### src/rtl/seg_pkg.sv
// Shared constants for the seven-segment scanner: segment bit positions,
// blank pattern, common polarity and the scan phase type.
package seg_pkg;

    localparam int SEG_A  = 7;
    localparam int SEG_B  = 6;
    localparam int SEG_C  = 5;
    localparam int SEG_D  = 4;
    localparam int SEG_E  = 3;
    localparam int SEG_F  = 2;
    localparam int SEG_G  = 1;
    localparam int SEG_DP = 0;

    localparam logic [7:0] SEG_BLANK = 8'h00;

    // Commons are active-low, so "off" is a one.
    localparam logic COM_OFF = 1'b1;

    typedef enum logic {
        PH_BLANK = 1'b0,
        PH_DRIVE = 1'b1
    } scan_phase_t;

endpackage

### src/rtl/seg_decode.sv
// Hex nibble to seven-segment pattern, active-high, bit7=a .. bit1=g.
// The dp position is always returned as 0; the caller merges its own dp.
module seg_decode
    import seg_pkg::*;
(
    input  logic [3:0] value,
    output logic [7:0] seg
);

    always_comb begin
        seg = SEG_BLANK;
        case (value)
            4'h0: seg = 8'hFC;
            4'h1: seg = 8'h60;
            4'h2: seg = 8'hDA;
            4'h3: seg = 8'hF2;
            4'h4: seg = 8'h66;
            4'h5: seg = 8'hB6;
            4'h6: seg = 8'hBE;
            4'h7: seg = 8'hE0;
            4'h8: seg = 8'hFE;
            4'h9: seg = 8'hF6;
            4'hA: seg = 8'hEE;
            4'hB: seg = 8'h3E;
            4'hC: seg = 8'h9C;
            4'hD: seg = 8'h7A;
            4'hE: seg = 8'h9E;
            4'hF: seg = 8'h8E;
            default: seg = SEG_BLANK;
        endcase
    end

endmodule

### src/rtl/seg_scan_ctrl.sv
// Multiplexed seven-segment scanner: digit register file, slot prescaler,
// blank/drive phase machine, leading-zero suppression and registered pin drive.
module seg_scan_ctrl
    import seg_pkg::*;
#(
    parameter int DIGITS       = 8,
    parameter int SCAN_DIV     = 1000,
    parameter int BLANK_CYCLES = 2
) (
    input  logic              clk,
    input  logic              rst,
    input  logic              wr_en,
    input  logic [2:0]        wr_addr,
    input  logic [3:0]        wr_data,
    input  logic              wr_dp,
    input  logic [DIGITS-1:0] digit_en,
    input  logic              lz_en,
    output logic [7:0]        seg_out,
    output logic [DIGITS-1:0] com_out,
    output logic              frame_tick
);

    localparam int PRE_W = $clog2(SCAN_DIV);
    localparam int IDX_W = $clog2(DIGITS);
    localparam scan_phase_t PHASE_RST = (BLANK_CYCLES > 0) ? PH_BLANK : PH_DRIVE;

    logic [3:0]       val_q [DIGITS];
    logic             dp_q  [DIGITS];

    logic [PRE_W-1:0] pre_q, pre_d;
    logic [IDX_W-1:0] idx_q, idx_d;
    logic             wrap_q, wrap_d;
    scan_phase_t      phase_q, phase_d;

    logic [DIGITS-1:0] supp;
    logic              any_nz;
    logic [3:0]        cur_val;
    logic              cur_dp;
    logic              cur_en;
    logic              cur_supp;
    logic [7:0]        dec_seg;
    logic              lit;
    logic [7:0]        seg_d;
    logic [DIGITS-1:0] com_d;

    // Out-of-range addresses match no entry and are dropped.
    always_ff @(posedge clk or posedge rst) begin
        if (rst) begin
            for (int i = 0; i < DIGITS; i++) begin
                val_q[i] <= 4'h0;
                dp_q[i]  <= 1'b0;
            end
        end else if (wr_en) begin
            for (int i = 0; i < DIGITS; i++) begin
                if (wr_addr == 3'(i)) begin
                    val_q[i] <= wr_data;
                    dp_q[i]  <= wr_dp;
                end
            end
        end
    end

    always_ff @(posedge clk or posedge rst) begin
        if (rst) begin
            pre_q   <= '0;
            idx_q   <= '0;
            wrap_q  <= 1'b0;
            phase_q <= PHASE_RST;
        end else begin
            pre_q   <= pre_d;
            idx_q   <= idx_d;
            wrap_q  <= wrap_d;
            phase_q <= phase_d;
        end
    end

    // wrap_q marks the (idx=0, pre=0) state reached by a wrap, not by reset.
    always_comb begin
        pre_d  = pre_q + PRE_W'(1);
        idx_d  = idx_q;
        wrap_d = 1'b0;
        if (pre_q == PRE_W'(SCAN_DIV - 1)) begin
            pre_d = '0;
            if (idx_q == IDX_W'(DIGITS - 1)) begin
                idx_d  = '0;
                wrap_d = 1'b1;
            end else begin
                idx_d = idx_q + IDX_W'(1);
            end
        end
        phase_d = (int'(pre_d) < BLANK_CYCLES) ? PH_BLANK : PH_DRIVE;
    end

    // Walk from the top digit down; a digit is suppressible while nothing
    // at or above it carries a non-zero value or a dp.
    always_comb begin
        any_nz = 1'b0;
        supp   = '0;
        for (int i = DIGITS - 1; i >= 0; i--) begin
            any_nz  = any_nz | (val_q[i] != 4'h0) | dp_q[i];
            supp[i] = lz_en && (i != 0) && !any_nz;
        end
    end

    always_comb begin
        cur_val  = 4'h0;
        cur_dp   = 1'b0;
        cur_en   = 1'b0;
        cur_supp = 1'b0;
        for (int i = 0; i < DIGITS; i++) begin
            if (idx_q == IDX_W'(i)) begin
                cur_val  = val_q[i];
                cur_dp   = dp_q[i];
                cur_en   = digit_en[i];
                cur_supp = supp[i];
            end
        end
    end

    seg_decode u_dec (
        .value (cur_val),
        .seg   (dec_seg)
    );

    always_comb begin
        lit   = (phase_q == PH_DRIVE) && cur_en && !cur_supp;
        seg_d = SEG_BLANK;
        com_d = {DIGITS{COM_OFF}};
        if (lit) begin
            seg_d         = dec_seg;
            seg_d[SEG_DP] = cur_dp;
            com_d         = ~(DIGITS'(1) << idx_q);
        end
    end

    always_ff @(posedge clk or posedge rst) begin
        if (rst) begin
            seg_out    <= SEG_BLANK;
            com_out    <= {DIGITS{COM_OFF}};
            frame_tick <= 1'b0;
        end else begin
            seg_out    <= seg_d;
            com_out    <= com_d;
            frame_tick <= wrap_q;
        end
    end

endmodule

### config.mk
export PLATFORM = sky130hd
export DESIGN_NAME = seg_scan_ctrl
export DESIGN_NICKNAME = d
export VERILOG_FILES = /design/src/rtl/seg_pkg.sv /design/src/rtl/seg_decode.sv /design/src/rtl/seg_scan_ctrl.sv
export SDC_FILE = /design/constraint.sdc
export NUM_CORES = 1
export LEC_CHECK = 0
export CAP_MARGIN = 20
export CORE_ASPECT_RATIO = 1.5
export CORE_UTILIZATION = 50
export CTS_CLUSTER_SIZE = 14
export DETAILED_ROUTE_END_ITERATION = 6
export GPL_TIMING_DRIVEN = 0
export MAX_ROUTING_LAYER = met4
export PLACE_DENSITY = 0.71
export REMOVE_ABC_BUFFERS = 1
export SYNTH_ARGS = -nofsm -noshare
export SYNTH_HDL_FRONTEND = slang
export SYNTH_SLANG_ARGS = --single-unit
### constraint.sdc
create_clock -name clk -period 3.3 [get_ports clk]
set_input_delay 0.66 -clock clk [delete_from_list [all_inputs] [get_ports clk]]
set_output_delay 0.66 -clock clk [all_outputs]
set_load 0.03 [all_outputs]
==> results of run 1 <==
-- cells by family after synthesis --
kind of cell	count (synthesis)	synth area share
buf+inv	36	0.0407
mux	44	0.129
simple gates	106	0.152
compound gates	80	0.144
fa+ha+maj	13	0.0427
flops	72	0.476
xor+xnor	7	0.0161
-- sequential cells by signal, summed over array words and instances, names as in the netlist --
| name | cells |
|---|---|
| seg_out | 8 |
| pre_q | 10 |
| wrap_q | 1 |
| val_q | 32 |
| dp_q | 8 |
| frame_tick | 1 |
| com_out | 8 |
| idx_q | 3 |
| phase_q | 1 |
-- placed cells by master, fill, tap and decap left out, types with 4 or more instances in the layout --
cell,netlist,routed
dfrtp_1,64,63
mux2_2,40,40
clkdlybuf4s50_1,0,36
nand2_1,23,23
nor2_1,20,20
a21oi_1,19,17
o21ai_0,16,16
inv_1,15,14
clkbuf_8,0,12
nand3_1,10,10
ha_1,13,9
nor2b_1,8,8
dfstp_2,8,8
or4_1,7,7
o211ai_1,6,6
xnor2_1,5,5
nand2b_1,4,4
o21a_1,4,4
nand3b_1,4,4
nor4_1,4,4
mux2i_1,4,4
-- power breakdown --
group	leakage [nW]	internal [mW]	total, mW	switching, mW
combinational	0.845	0.233	0.471	0.238
sequential	0.867	1.01	1.10	0.0874
clock	0.0992	0.331	0.657	0.326
-- metrics by stage --
step	cells	hold slack, ns
detailed placement	474	0.342
global route	490	0.368
CTS	490	0.359
global placement	474	0.334
finish	490	0.352
floorplan	338	0.331
-- worst max path at each step --
stage                         from         end  slack, ns  cells after the start
after floorplan           idx_q[2]  seg_out[7]       0.17                      7
after global placement    idx_q[2]  seg_out[7]      -0.62                      7
after detailed placement  idx_q[2]  seg_out[6]      -0.35                     10
after CTS                 idx_q[1]  seg_out[7]       0.07                      8
after global routing      idx_q[2]  seg_out[6]       0.03                     10
final                     idx_q[2]  seg_out[6]       0.20                     10
-- what timing repair did --
action / 4_1_cts / 5_1_grt
hold buffers: 0 / 0
pin swaps: 0 / 0
cloned: 0 / 0
resized for setup: 5 / 3
setup buffers: 0 / 0
endpoints found under the setup margin: 8 / 6
-- metal layers --
metal | up-vias | part of all wire
li1 | 1358 | -
met3 | 17 | 0.036
met4 | 0 | 0.037
met1 | 1463 | 0.42
met2 | 77 | 0.51
met5 | - | 0
-- final cells by class --
class	count	area (um^2)	share of cell area
multi-input cells	250	1880	0.425
flip-flops and latches	72	1810	0.410
repair buffers	36	360	0.0815
clock buffers	13	169	0.0382
well taps	100	125	0.0283
inverters	16	62.6	0.0141
clock inverters	3	15.0	0.00339
-- worst max-delay path, stage by stage (launching register included) --
cell	delay, ns
dfrtp_2	0.56
inv_2	0.28
ha_4	0.29
nor2_1	0.08
a221oi_1	0.27
o211ai_1	0.21
a21oi_2	0.32
inv_1	0.16
ha_1	0.34
mux2_2	0.27
o211a_1	0.20
==> results.cfg, run 1 <==
[setup_path]
r2r_cells = 10
regToRegStartpoint = idx_q[2]
crit_arrival_ns = 3.34
start_kind = flip-flop
required_ns = 3.55
critPathKind = flip-flop to flip-flop
critPathCaptureType = flip-flop
r2r_setup_slack_ns = 0.20
critPathMaxFanout = 21
reg2reg_to = seg_out[6]

[global_routing]
grtUsageTotal = 0.246
gr-total-overflow = 0
grt_max_degree = 73
grt_pass1_vias = 2816
busiest_layer = met2
antenna_found_initial = 0
use_met3 = 0.0582
use_met2 = 0.384
grt_use_met1 = 0.289
grt_pass1_wl_um = 14100

[synthesis]
yosysMostFrequentCell = dfrtp_1
synth.top_cell.area_share = 0.421
synthDistinctLibCells = 60
syn-cell-area_mm2 = 0.00381
syn_avg_cell_area_um2 = 10.6
netlist_top_cells_count = dfrtp_1 (64), mux2_2 (40), nand2_1 (23)
seq_area_frac_synth = 0.476
synth_edf_count = 0
yosys.area.top_type = dfrtp_1
synth-seq-cells = 72
async_flop_share = 1.00
yosysWarnings = 0
synth_cells = 358
synthFlopType = dfrtp_1
synth.area.top_cells = dfrtp_1 (42%), mux2_2 (12%), dfstp_2 (5.5%)

[timing]
post-route-period-util = 0.938
fin_setup_tns_ns = 0
min_period_ns = 3.10
skew_ns = 0.00949
final_max_slew_viol_count = 0
max_freq_mhz = 323
hold_viol = 0
setup_violations = 0
rsz0062_at_grt = no
relSlewSlack = 0.350
worst_pin_slew_ns = 0.973
worst_slack_ns = 0.204

[placement]
placed_area_mm2 = 0.00421
dp_slack_ns = -0.350
numPortBuffers = 36
gp_congestion = 0.832
dp_hpwl_um = 5780

[routing]
drt_first_pass_iters = 4
drt_iter0_markers = 232
wl_per_cell_um = 17.5
route.detailed.drc = 0
routed_wl_um = 8560
ant_nets = 0
vias = 2915
via_per_inst = 5.95

[clock_tree]
clk_pin_slew_ns = 0.08
clockBufferDepth = 2
numCtsBuffers = 9
cts_tree = built
cts_root_buf = clkbuf_8
cts_htree_levels = 3
cts.sinks = 72
clk_latency_ns = 0.35

[power_and_ir_drop]
p_per_area_mw_per_mm2 = 504
p_leak_nw = 1.81
ir_drop_mv = 0.332
power_mw = 2.23

[cells_and_area]
nNetsFinal = 418
drive_gt1_frac = 0.208
antenna_cells = 0
areaGrowthSynthToFinish_pct = 16.2
fillerInstances = 661
utilization = 0.604
design_area_mm2 = 0.00442

[worst_hold_path]
hold_end = frame_tick
min_path_type = flip-flop to flip-flop
min_from = wrap_q
hold_path_depth = 0

[floorplanning]
die_h_um = 109
fp.coreArea_mm2 = 0.00732
start_util = 0.520
dieArea_mm2 = 0.00798
num_io_pins = 37
row_count = 38
dieWidth_um = 73.3

[run]
cap_violations = 0

[status]
status = complete, no violations
No activity file was read; power rests on OpenSTA's default activity.
==> run 2: changes to the inputs <==
- SYNTH_HIERARCHICAL: default -> 1
==> results.cfg, run 2 <==
[cells_and_area]
drive_gt1_frac = 0.210
fillerInstances = 632
design_area_mm2 = 0.00464
top_regs = val_q x32, pre_q x10
layout_commonest_cell = dfrtp_1
antenna_cells = 0
nNetsFinal = 429
areaGrowthSynthToFinish_pct = 19.4
regMostFlops = val_q
most-common-layout-cells = dfrtp_1 (63), mux2_2 (40), clkdlybuf4s50_1 (36)
largest_reg_flops = 32
finalNonFillerCells = 502

[placement]
dp_slack_ns = -0.504
placed_area_mm2 = 0.00428
gp_congestion = 0.840
numPortBuffers = 36
dp_hpwl_um = 5760
dp_cells = 484

[timing]
final_max_slew_viol_count = 0
fin_setup_tns_ns = 0
post-route-period-util = 0.964
min_period_ns = 3.18
skew_ns = 0.00569
hold_viol = 0
worst_slack_ns = 0.118
relSlewSlack = 0.279
max_freq_mhz = 314
worst_pin_slew_ns = 1.07
setup_violations = 0

[synthesis]
synth_cells = 365
yosysWarnings = 6
syn-cell-area_mm2 = 0.00388
syn_avg_cell_area_um2 = 10.6

[clock_tree]
numCtsBuffers = 9
cts.sinks = 72
cts_tree = built
cts_root_buf = clkbuf_16
clockBufferDepth = 2
cts_htree_levels = 3
clk_pin_slew_ns = 0.06
clk_latency_ns = 0.34

[global_routing]
gr-total-overflow = 0
grt_pass1_wl_um = 13800
grtUsageTotal = 0.238
antenna_found_initial = 0
grt_max_degree = 73
grt_pass1_vias = 2848

[setup_path]
crit_arrival_ns = 3.41
critPathCaptureType = flip-flop
critPathMaxFanout = 14
start_kind = flip-flop
required_ns = 3.52
critPathKind = flip-flop to flip-flop
r2r_setup_slack_ns = 0.12

[status]
status = complete, no violations

[routing]
via_per_inst = 5.88
drt_first_pass_iters = 4
ant_nets = 0
vias = 2954
wl_per_cell_um = 17.2
routed_wl_um = 8610
route.detailed.drc = 0
drt_iter0_markers = 205

[run]
cap_violations = 0

[floorplanning]
fp.coreArea_mm2 = 0.00756
row_count = 39
num_io_pins = 37
dieWidth_um = 74.0
dieArea_mm2 = 0.00813
start_util = 0.514
die_h_um = 110

[power_and_ir_drop]
p_leak_nw = 1.88
ir_drop_mv = 0.327
p_per_area_mw_per_mm2 = 542

[worst_hold_path]
min_path_type = flip-flop to flip-flop
-- run 2: worst max-delay path, cell delays in order (launching register included) --
cell and delay, ns:
dfrtp_1 0.44, inv_1 0.20, ha_4 0.29, nand3b_1 0.12, a21oi_1 0.18, a21oi_1 0.07
o31ai_1 0.39, o311a_1 0.30, inv_1 0.11, ha_1 0.33, mux4_1 0.48, and3_1 0.15
-- run 2: where the power goes --
group | switching [mW] | total, mW | leakage (nW) | internal (mW)
logic | 0.239 | 0.493 | 0.877 | 0.254
registers | 0.0894 | 1.10 | 0.867 | 1.01
clock network | 0.370 | 0.919 | 0.135 | 0.549
-- run 2: layer usage --
layer  vias up  share of wire  global-route usage
met5         -              0                   -
met4         0          0.042               0.144
met3        27          0.035              0.0394
met2        85           0.51               0.384
met1      1454           0.42               0.273
li1       1388              -                   -
-- run 2: metrics by stage --
| step | total power, mW | hold WS (ns) | util |
|---|---|---|---|
| global route | 2.62 | 0.366 | 0.613 |
| global placement | 1.58 | 0.334 | 0.564 |
| detailed placement | 1.59 | 0.354 | 0.565 |
| CTS | 2.52 | 0.366 | 0.609 |
| floorplan | 1.43 | 0.331 | - |
| finish | 2.51 | 0.357 | 0.613 |
-- run 2: path summary, 6_finish.rpt --
path | from | end | cells past startpoint
worst max-delay path | idx_q[0] | seg_out[4] | 11
worst min-delay path | wrap_q | frame_tick | 0
worst max register to register | idx_q[0] | seg_out[4] | 11
worst min register to register | wrap_q | frame_tick | 0
max in group asynchronous | rst | idx_q[2] | 2
min in group asynchronous | rst | pre_q[2] | 2
-- run 2: timing repair --
item                       4_1_cts  5_1_grt
gates resized for setup          9        4
hold buffers                     0        0
setup endpoints to repair        7        3
setup buffers                    0        2
pin swaps                        0        3
gates cloned                     0        0
-- run 2: area by class of cell --
| class | count | area (um^2) | share of cell area |
|---|---|---|---|
| Tap cell | 102 | 128 | 0.0275 |
| Timing Repair Buffer | 38 | 375 | 0.0809 |
| Multi-Input combinational cell | 256 | 1960 | 0.424 |
| Inverter | 18 | 71.3 | 0.0154 |
| Sequential cell | 72 | 1810 | 0.391 |
| Clock inverter | 4 | 28.8 | 0.00621 |
| Clock buffer | 12 | 256 | 0.0553 |
